## src/rtl/spi_rr_arbiter.sv

```systemverilog
// rtl/spi_rr_arbiter.sv - round-robin arbiter sharing one spi32 engine between NREQ requesters
// Replays the winner's command into spi32, tracks busy with a per-phase watchdog, routes chip select.
module spi_rr_arbiter #(
   parameter int NREQ    = 4,
   parameter int TIMEOUT = 1024,
   parameter int TW      = 11
) (
   input  logic                 clk,
   input  logic                 reset,
   input  logic [NREQ-1:0]      req,
   input  logic [NREQ-1:0]      req_wr,
   input  logic [32*NREQ-1:0]   req_din,
   input  logic [2*NREQ-1:0]    req_nbytes,
   output logic [NREQ-1:0]      grant,
   output logic [NREQ-1:0]      done,
   output logic [NREQ-1:0]      err,
   output logic [31:0]          rdata,
   output logic                 arb_busy,
   output logic                 spi_read,
   output logic                 spi_write,
   output logic [31:0]          spi_din,
   output logic [1:0]           spi_nbytes,
   input  logic [31:0]          spi_dout,
   input  logic                 spi_busy,
   input  logic                 spi_cs,
   output logic [NREQ-1:0]      dev_cs_n
);

   localparam int IW = (NREQ > 1) ? $clog2(NREQ) : 1;

   typedef enum logic [2:0] {
      S_IDLE, S_GRANT, S_ISSUE, S_WAIT_BUSY, S_WAIT_DONE, S_COMPLETE
   } state_t;

   state_t            r_state;
   state_t            w_next;
   logic [IW-1:0]     r_owner;
   logic [IW-1:0]     r_rr_ptr;
   logic              r_wr;
   logic              r_err;
   logic [31:0]       r_din;
   logic [1:0]        r_nbytes;
   logic [NREQ-1:0]   r_grant;
   logic              r_spi_read;
   logic              r_spi_write;
   logic [TW-1:0]     r_wd;

   logic [IW-1:0]     w_sel;
   logic              w_found;
   logic              w_wd_hit;
   logic [NREQ-1:0]   w_owner_oh;
   logic [31:0]       w_din_arr    [NREQ];
   logic [1:0]        w_nbytes_arr [NREQ];

   for (genvar g = 0; g < NREQ; g++) begin : g_unpack
      assign w_din_arr[g]    = req_din[32*g +: 32];
      assign w_nbytes_arr[g] = req_nbytes[2*g +: 2];
   end

   assign w_wd_hit   = (r_wd == TW'(TIMEOUT - 1));
   assign w_owner_oh = NREQ'(1) << r_owner;

   // Scan downward so the lowest offset from the pointer wins last.
   always_comb begin : p_select
      logic [IW-1:0] idx;
      w_sel   = '0;
      w_found = 1'b0;
      idx     = '0;
      for (int k = NREQ - 1; k >= 0; k--) begin
         idx = IW'((int'(r_rr_ptr) + k) % NREQ);
         if (req[idx]) begin
            w_sel   = idx;
            w_found = 1'b1;
         end
      end
   end

   always_ff @(posedge clk or posedge reset) begin
      if (reset) r_state <= S_IDLE;
      else       r_state <= w_next;
   end

   always_comb begin
      w_next = r_state;
      case (r_state)
         S_IDLE:      if (w_found && !spi_busy) w_next = S_GRANT;
         S_GRANT:     w_next = S_ISSUE;
         S_ISSUE:     w_next = S_WAIT_BUSY;
         S_WAIT_BUSY: if (spi_busy)      w_next = S_WAIT_DONE;
                      else if (w_wd_hit) w_next = S_COMPLETE;
         S_WAIT_DONE: if (!spi_busy || w_wd_hit) w_next = S_COMPLETE;
         S_COMPLETE:  w_next = S_IDLE;
         default:     w_next = S_IDLE;
      endcase
   end

   always_comb begin
      arb_busy = (r_state != S_IDLE);
      done     = '0;
      err      = '0;
      rdata    = '0;
      if (r_state == S_COMPLETE) begin
         done  = w_owner_oh;
         err   = r_err ? w_owner_oh : '0;
         rdata = r_err ? 32'd0 : spi_dout;
      end
   end

   always_ff @(posedge clk or posedge reset) begin
      if (reset) begin
         r_owner     <= '0;
         r_rr_ptr    <= '0;
         r_wr        <= 1'b0;
         r_err       <= 1'b0;
         r_din       <= '0;
         r_nbytes    <= '0;
         r_grant     <= '0;
         r_spi_read  <= 1'b0;
         r_spi_write <= 1'b0;
         r_wd        <= '0;
      end else begin
         r_spi_read  <= 1'b0;
         r_spi_write <= 1'b0;
         case (r_state)
            S_IDLE: if (w_next == S_GRANT) begin
               r_owner  <= w_sel;
               r_wr     <= req_wr[w_sel];
               r_din    <= w_din_arr[w_sel];
               r_nbytes <= w_nbytes_arr[w_sel];
            end
            S_GRANT: r_grant <= w_owner_oh;
            S_ISSUE: begin
               r_spi_write <= r_wr;
               r_spi_read  <= !r_wr;
               r_wd        <= '0;
            end
            S_WAIT_BUSY: begin
               if (spi_busy)          r_wd  <= '0;
               else if (w_wd_hit)     r_err <= 1'b1;
               else if (r_wd != '1)   r_wd  <= r_wd + TW'(1);
            end
            S_WAIT_DONE: begin
               if (!spi_busy)         r_wd  <= r_wd;
               else if (w_wd_hit)     r_err <= 1'b1;
               else if (r_wd != '1)   r_wd  <= r_wd + TW'(1);
            end
            S_COMPLETE: begin
               r_rr_ptr <= (r_owner == IW'(NREQ - 1)) ? '0 : r_owner + IW'(1);
               r_grant  <= '0;
               r_err    <= 1'b0;
            end
            default: ;
         endcase
      end
   end

   assign grant      = r_grant;
   assign spi_read   = r_spi_read;
   assign spi_write  = r_spi_write;
   assign spi_din    = r_din;
   assign spi_nbytes = r_nbytes;
   assign dev_cs_n   = ~r_grant | {NREQ{spi_cs}};

endmodule

```

## config.mk

```make
export PLATFORM = sky130hd
export DESIGN_NAME = spi_rr_arbiter
export DESIGN_NICKNAME = d
export VERILOG_FILES = /design/src/rtl/spi_rr_arbiter.sv
export SDC_FILE = /design/constraint.sdc
export NUM_CORES = 1
export LEC_CHECK = 0
export CAP_MARGIN = 20
export CORE_ASPECT_RATIO = 0.7
export CORE_MARGIN = 3
export CORE_UTILIZATION = 39
export CTS_CLUSTER_SIZE = 14
export DETAILED_ROUTE_END_ITERATION = 12
export PLACE_DENSITY_LB_ADDON = 0.15
export SETUP_SLACK_MARGIN = 0.15
export SYNTH_ARGS = -nofsm -noshare
export SYNTH_HDL_FRONTEND = slang
export SYNTH_SLANG_ARGS = --single-unit
```

## constraint.sdc

```tcl
create_clock -name clk -period 3.18 [get_ports clk]
set_clock_uncertainty 0.1 [all_clocks]
set_input_delay 0.636 -clock clk [delete_from_list [all_inputs] [get_ports clk]]
set_output_delay 0.636 -clock clk [all_outputs]
set_load 0.005 [all_outputs]
```

Yosys cells after proc, flatten, opt, wreduce, memory -nomap -nowiden --
Index checks and enable logic that the tools add are counted.
Word-level totals: register bits after elaboration 60, bits of input ports 180, output and inout bits 85, logic and storage cells 96
Operators by class: add/sub/neg operators 5, $lt $le $gt $ge 6, equality and inequality tests 11, shift-type cells 1, mux-type cells 47, bitwise gates (word level) 3, reduce and logical (&&, ||, !) cells 12
Operators with widths (number):
- two-way mux 32 bit | 4
- binary-select mux 32 bit (select 2 bit) | 1
- two-way mux 11 bit | 4
- case mux 11 bit (3 select lines) | 1
- < comparator 2 x 3 -> 1 bit (second input constant) | 5
- case mux 3 bit (5 select lines) | 1
- two-way mux 1 bit | 14
- two-way mux 2 bit | 7
- two-way mux 3 bit | 4
- two-way mux 4 bit | 3
- adder 11 x 1 -> 11 bit (second input constant) | 1
- == test 11 x 10 -> 1 bit (second input constant) | 1
- inequality test 11 bit (second input constant) | 1
- binary-select mux 1 bit (select 2 bit) | 5
- nonzero test 3 bit | 3
- case mux 4 bit (2 select lines) | 1
- == test 3 x 1 -> 1 bit (second input constant) | 2
- == test 3 x 2 -> 1 bit (second input constant) | 2
- == test 3 bit (second input constant) | 2
- adder 2 x 1 -> 2 bit (second input constant) | 2
- adder 2 bit (second input constant) | 2
- binary-select mux 2 bit (select 2 bit) | 1
- inequality test 2 bit (second input constant) | 2
- NOT 4 bit | 1
- other kinds (13) | 15

Depth between registers and ports, before layout --
Gate-level depths: netlist (run 1).
depth in word-level cells 12, gate-level depth with buffers 7, gate-level depth less buffers 6

Least setup slack after synthesis (run 1) --
OpenSTA, ideal clock, no wires.
kind register to output, start register r_state[1], end output port rdata[10], arrival time 1.351 ns, data required time 2.444 ns, path slack 1.093 ns, cell stages (with the launch flop) 7, path buffers 3, path through dfrtp_1 -> buf_6 -> nand2b_1 -> clkbuf_1 -> nor3_2 -> clkbuf_1 -> and2_1
On the way: cells in the longest elaborated chain, start to end 2
RTL lines:
- from (decl) | RTL line 35 | state_t r_state;
- from (signal assigned) | RTL line 80 | else r_state <= w_next;
- == test 3 bit | RTL line 102 | if (r_state == S_COMPLETE) begin
- two-way mux 32 bit | RTL line 102
- to (decl) | RTL line 17 | output logic [31:0] rdata,
No other way between the ends.

Worst setup path in the final report (run 1) --
start register r_state[2], end output port rdata[6]
The elaborated chain is that of the path after synthesis.

==> results of run 1 <==
[kinds of logic after synthesis]
| family | after synthesis |
|---|---|
| AO/OA/AOI/OAI | 69 |
| XOR/XNOR | 4 |
| adder cells (fa/ha/maj) | 5 |
| buffers and inverters | 34 |
| flip-flops | 60 |
| multiplexers | 73 |
| AND/OR/NAND/NOR | 141 |
[metal layers]
layer / GRT usage (%) / routed length, um
met3: 6.74 / 1010
met5: 0 / 0
met2: 41.5 / 6880
met4: 6.70 / 271
met1: 27.3 / 5320
[sequential cells by signal, summed over array words and instances (netlist names)]
| name | cells |
|---|---|
| r_err | 1 |
| r_wr | 1 |
| r_wd | 11 |
| spi_write | 1 |
| spi_read | 1 |
| spi_din | 32 |
| grant | 4 |
| r_rr_ptr | 2 |
| r_owner | 2 |
| spi_nbytes | 2 |
| r_state | 3 |
[metrics by stage]
step | power, mW | instances | worst slack (ns) | area, um^2
floorplan | 2.54 | 386 | 0.959 | 3980
global placement | 3.48 | 759 | 0.453 | 6720
detailed placement | 3.57 | 759 | 0.369 | 6720
CTS | 4.58 | 775 | 0.176 | 7030
global route | 4.84 | 775 | 0.177 | 7040
finish | 4.55 | 775 | 0.336 | 7040
[cell type report]
type                       count  share of cell area (%)
timing repair buffer         271                    39.1
sequential                    60                    21.3
clock inverter                 4                   0.676
tap                          128                    2.28
inverter                       8                   0.427
multi-input combinational    292                    32.6
clock buffer                  12                    3.65
[where the power goes]
part	leakage [nW]	internal, mW	switching, mW
Clock	0.149	0.646	0.335
Combinational	1.98	1.28	1.00
Sequential	0.772	1.06	0.237
[critical path, stage by stage (launching register included)]
cell,delay (ns)
dfrtp_1,0.48
inv_1,0.21
nor3_2,0.22
buf_6,0.22
and2_1,0.16
clkdlybuf4s50_1,0.51
[placed cells by master, fill, tap and decap left out, types with 3 or more instances in the layout]
master and count:
a21oi_1 9, and2_1 36, and3_1 7, buf_12 4, clkbuf_16 9, clkdlybuf4s50_1 264
dfrtp_1 60, ha_1 5, inv_1 7, mux2_2 3, mux2i_1 70, nand2_1 55
nand2b_1 7, nand3_1 6, nor2_1 9, nor2b_1 4, o21ai_0 7, o221ai_1 6
o221ai_2 29, xor2_1 3
[path summary, 6_finish.rpt]
path,startpoint,endpoint,slack (ns),depth (start not counted)
max in group asynchronous,reset,spi_read,1.73,3
min,spi_din[6],spi_din[6],0.38,2
max,r_state[2],rdata[6],0.34,5
min in group asynchronous,reset,spi_nbytes[0],0.63,2
max reg2reg,r_wd[0],r_state[0],0.97,6
min reg2reg,spi_din[6],spi_din[6],0.38,2
[what timing repair did]
item / in CTS / in global routing
gates resized for setup: 1 / 3
endpoints found under the hold margin: 0 / 0
setup endpoints to repair: 6 / 40
==> impl_metrics.csv, run 1 <==
group,metric,value,unit
status,status,"finished, final reports clean",
final_layout,seq_area,1500,um^2
worst_setup_path,end_kind,"output pin",
final_layout,fillers,739,
final_layout,nets,827,
timing,rsz0062_at_grt,"no",
final_layout,final_layout_size_suffix_gt1_share,9.89,%
cts,clkLatencyLatePin,0.32,ns
yosys,synth_mux_area_share,18.4,%
cts,ctsRootBufferMaster,"clkbuf_16",
cts,path_clk_slew,0.05,ns
yosys,async_flop_share,100,%
flow_run,drv_cap,0,
hold_path,hold_path_class,"register to register",
yosys,synth_ff_type,"dfrtp_1",
yosys,yosysMostFrequentCell,"mux2i_1",
timing,setup_tns,0,ns
final_layout,area_delta_synth_final,76.6,%
drt,first_pass_iters,4,
die,core,9830,um^2
yosys,yosysTopAreaCellShare,37.7,%
yosys,synth_area,3980,um^2
yosys,ys_seq_area_share,37.7,%
pwr,vdd_drop_max,0.380,mV
yosys,synth_cell_type_count,46,
drt,final_antenna_net_count,0,
yosys,synthSimpleGateAreaFrac,18.4,%
yosys,synthTopCellsByCount,"mux2i_1, dfrtp_1, nand2_1",
cts,clockBufferDepth,2,
yosys,synth_xor_area_share,0.879,%
die,std_cell_rows,30,
yosys,synth_nets,571,
yosys,synthCells,386,
global_routing,grt_usage,23.3,%
yosys,synth_top_family_by_area,"multiplexers",
pwr,p_leak,2.90,nW
pwr,p_per_area,647,nW/um^2
drt,viasPerCell,5.15,
final_layout,diodes,0,
final_layout,fin_util,71.6,%
yosys,synth_edf_count,0,
global_routing,grt_pass1_vias,4146,
timing,period_needed,2.84,ns
cts,htreeDepth,3,
yosys,avgSynthCellArea,10.3,um^2
timing,setup_viol,0,
worst_setup_path,start_kind,"register",
global_routing,antenna_found_initial,0,
yosys,synth_compound_area_share,17.8,%
worst_setup_path,crit_required,2.44,ns
die,start_util,40.5,%
worst_setup_path,critical_path_peak_fanout,32,
cts,cts-buffers-inserted,9,
timing,hold_violations,0,
global_routing,grt-ovfl-total,0,
drt,vias,3995,
drt,totalWireLength,13500,um
timing,max_slew_margin,47.2,%
cts,postCtsHoldBufs,0,
place,io_buffers,264,
yosys,synth-seq-cells,60,
cts,cts_setup_buffers,0,
die,die_w,127,um
yosys,synthAdderAreaFrac,1.57,%
place,hpwl,10600,um
timing,whs,0.382,ns
die,fp.dieH,90.6,um
global_routing,grt_max_degree,48,
drt,drtIter0Drc,252,
worst_setup_path,path_class,"register to output pin",
timing,clock.fmax,0.352,GHz
worst_setup_path,arrival,2.11,ns
timing,fin_crit_sh,89.4,%
timing,tightestPinTransition,0.784,ns
yosys,synth_warnings,0,
global_routing,grt_first_pass_wirelength,21700,um
yosys,yosys.area.top_type,"dfrtp_1",
cts,cts.sinks,60,
timing,slew_viol_final,0,
drt,drcViolationCount,0,
final_layout,multi_input_area,2290,um^2
place,place_congestion,0.803,
die,io_pins,265,
die,die_area,11500,um^2
cts,cts_tree,"built",
drt,wl_per_cell,17.4,um
yosys,synthTopCellsByArea,"dfrtp_1, mux2i_1, o221ai_2, and2_1, nand2_1",
Note: power is estimated with default switching activity, not from simulation.
==> run 2: changes to the inputs <==
--- a/config.mk
+++ b/config.mk
@@ -11,6 +11,7 @@
 export CORE_UTILIZATION = 39
 export CTS_CLUSTER_SIZE = 14
 export DETAILED_ROUTE_END_ITERATION = 12
+export GPL_ROUTABILITY_DRIVEN = 0
 export PLACE_DENSITY_LB_ADDON = 0.15
 export SETUP_SLACK_MARGIN = 0.15
 export SYNTH_ARGS = -nofsm -noshare
==> results of run 2 <==
Final layout, timing and power as in run 1 (identical DEF).
==> run 3: changes to the inputs <==
--- a/config.mk
+++ b/config.mk
@@ -6,9 +6,11 @@
 export NUM_CORES = 1
 export LEC_CHECK = 0
 export CAP_MARGIN = 20
+export CELL_PAD_IN_SITES_DETAIL_PLACEMENT = 2
+export CELL_PAD_IN_SITES_GLOBAL_PLACEMENT = 2
 export CORE_ASPECT_RATIO = 0.7
 export CORE_MARGIN = 3
-export CORE_UTILIZATION = 39
+export CORE_UTILIZATION = 21
 export CTS_CLUSTER_SIZE = 14
 export DETAILED_ROUTE_END_ITERATION = 12
 export GPL_ROUTABILITY_DRIVEN = 0
==> constraint.sdc (replaced) <==
create_clock -name clk -period 3.18 [get_ports clk]
set_clock_uncertainty 0.1 [all_clocks]
set_input_delay 0.954 -clock clk [delete_from_list [all_inputs] [get_ports clk]]
set_output_delay 0.954 -clock clk [all_outputs]
set_load 0.005 [all_outputs]
==> impl_metrics.csv, run 3 (synthesized netlist as in run 1, its figures left out) <==
group,metric,value,unit
final_layout,layout_common_cells,"clkdlybuf4s50_1, mux2i_1, dfrtp_1",
cts,htreeDepth,3,
global_routing,grt_max_degree,38,
worst_setup_path,rr_endpoint,"r_state[0]",
drt,final_antenna_net_count,0,
drt,viasPerCell,4.58,
pwr,p_per_area,627,nW/um^2
global_routing,grt_usage,16.0,%
pwr,vdd_drop_max,0.218,mV
die,fp.dieH,121,um
drt,first_pass_iters,4,
final_layout,largest_reg_flops,32,
pwr,p_leak,3.36,nW
die,core,18300,um^2
worst_setup_path,max_stage_delay,0.38,ns
worst_setup_path,reg2reg_slack,1.07,ns
drt,routed.top_layer,"met4",
cts,cts-buffers-inserted,9,
pwr,report.power.total,4.58,mW
drt,routed-wl-met2,8770,um
global_routing,grt_first_pass_wirelength,25900,um
final_layout,layout_commonest_cell,"clkdlybuf4s50_1",
final_layout,area_delta_synth_final,83.4,%
cts,postCtsHoldBufs,0,
drt,drtIter0Drc,103,
worst_setup_path,crit_path_top_delay_cell,"dfrtp_1",
global_routing,grt_pass1_vias,4580,
timing,fin_crit_sh,93.0,%
worst_setup_path,worst_path_most_repeated_cell,"buf_4",
die,std_cell_rows,41,
timing,setup_viol,0,
timing,slew_viol_final,0,
drt,drt-met1-wl,7200,um
drt,wl_per_cell,19.1,um
cts,path_clk_slew,0.05,ns
place,hpwl,13300,um
timing,setup_tns,0,ns
cts,clockBufferDepth,2,
global_routing,grt-ovfl-total,0,
hold_path,hold_path_class,"register to register",
worst_setup_path,worstSetupStartpoint,"r_state[1]",
die,start_util,21.8,%
worst_setup_path,critical_path_peak_fanout,16,
worst_setup_path,worstPathCellList,"nand2b_4 > nor3_4 > buf_4 > buf_4 > buf_6 > and2_1 > dlygate4sd2_1",
die,io_pins,265,
die,die_w,171,um
die,die_area,20700,um^2
final_layout,final_layout_size_suffix_gt1_share,12.2,%
worst_setup_path,crit_required,2.13,ns
drt,vias,4118,
timing,period_needed,2.96,ns
timing,rsz0062_at_grt,"yes",
worst_setup_path,start_kind,"register",
cts,cts.sinks,60,
worst_setup_path,r2r-start,"r_wd[0]",
timing,clock.fmax,0.338,GHz
timing,max_slew_margin,53.1,%
cts,ctsRootBufferMaster,"clkbuf_16",
cts,clkLatencyLatePin,0.33,ns
worst_setup_path,end_kind,"output pin",
final_layout,diodes,0,
final_layout,nets,845,
worst_setup_path,arrival,1.90,ns
cts,cts_tree,"built",
drt,drcViolationCount,0,
timing,hold_violations,0,
status,status,"finished, final reports clean",
drt,dr_wl_met3,886,um
global_routing,antenna_found_initial,0,
timing,tightestPinTransition,0.697,ns
worst_setup_path,rr_worst_depth,6,
drt,totalWireLength,17200,um
flow_run,drv_cap,0,
worst_setup_path,path_class,"register to output pin",
worst_setup_path,crit_path_end,"rdata[4]",
place,io_buffers,264,
-- run 3: changes by cell type in the layout (fill, tap and decap cells not counted), moves of 2 or more --
cell / previous run / this run
buf_6: 1 / 3
dlymetal6s2s_1: 0 / 16
buf_4: 2 / 17
clkdlybuf4s50_1: 264 / 231
dlygate4sd2_1: 0 / 17
-- run 3: worst min-delay path by stage --
stage                            from           to  cells after the start  slack, ns
after floorplan                  r_wr     spi_read                      1       0.32
final                      spi_din[9]   spi_din[9]                      2       0.39
after detailed placement   spi_din[6]   spi_din[6]                      2       0.38
after global routing       spi_din[9]   spi_din[9]                      2       0.41
after global placement     spi_din[5]   spi_din[5]                      2       0.37
after CTS                 spi_din[14]  spi_din[14]                      2       0.39
-- run 3: final cells by class --
type / instances / area (um^2)
clock buffer: 11 / 243
clock inverter: 3 / 15.0
fill: 1932 / 11000
inverter: 8 / 30.0
multi-input combinational: 292 / 2300
sequential: 60 / 1500
tap: 236 / 295
timing repair buffer: 289 / 2920
-- run 3: what timing repair did --
action                                 CTS  global route
setup endpoints to repair               44            19
pin swaps                                0             1
resized for setup                       25            19
endpoints found under the hold margin    0             0
cloned                                   1             1
setup buffers                            0             7
-- run 3: routing by layer --
metal  track usage [%]  up-vias
li1                  -     1950
met1              19.4     2029
met2              28.4      120
met3              3.81       19
met4              4.51        0
met5                 0        -
-- run 3: report_power, final --
group	internal [mW]	switching [mW]
clock network	0.535	0.341
registers	1.06	0.197
logic	1.35	1.10
total	2.94	1.64
-- run 3: critical path, delay by kind of cell, from the launching register on --
kind | cells | cell delay [ns]
buffers and inverters | 4 | 0.65
DFF | 1 | 0.38
and+or+nand+nor | 3 | 0.54
-- run 3: per-stage QoR --
step	instance area [um^2]	hold slack, ns	util, %	cells	setup WS, ns
floorplan	3980	0.324	-	386	0.641
CTS	7200	0.394	39.3	891	0.0537
global route	7300	0.406	39.9	899	0.111
finish	7300	0.387	39.9	899	0.221
global placement	6930	0.369	37.9	876	0.0284
detailed placement	6930	0.379	37.9	876	0.00886
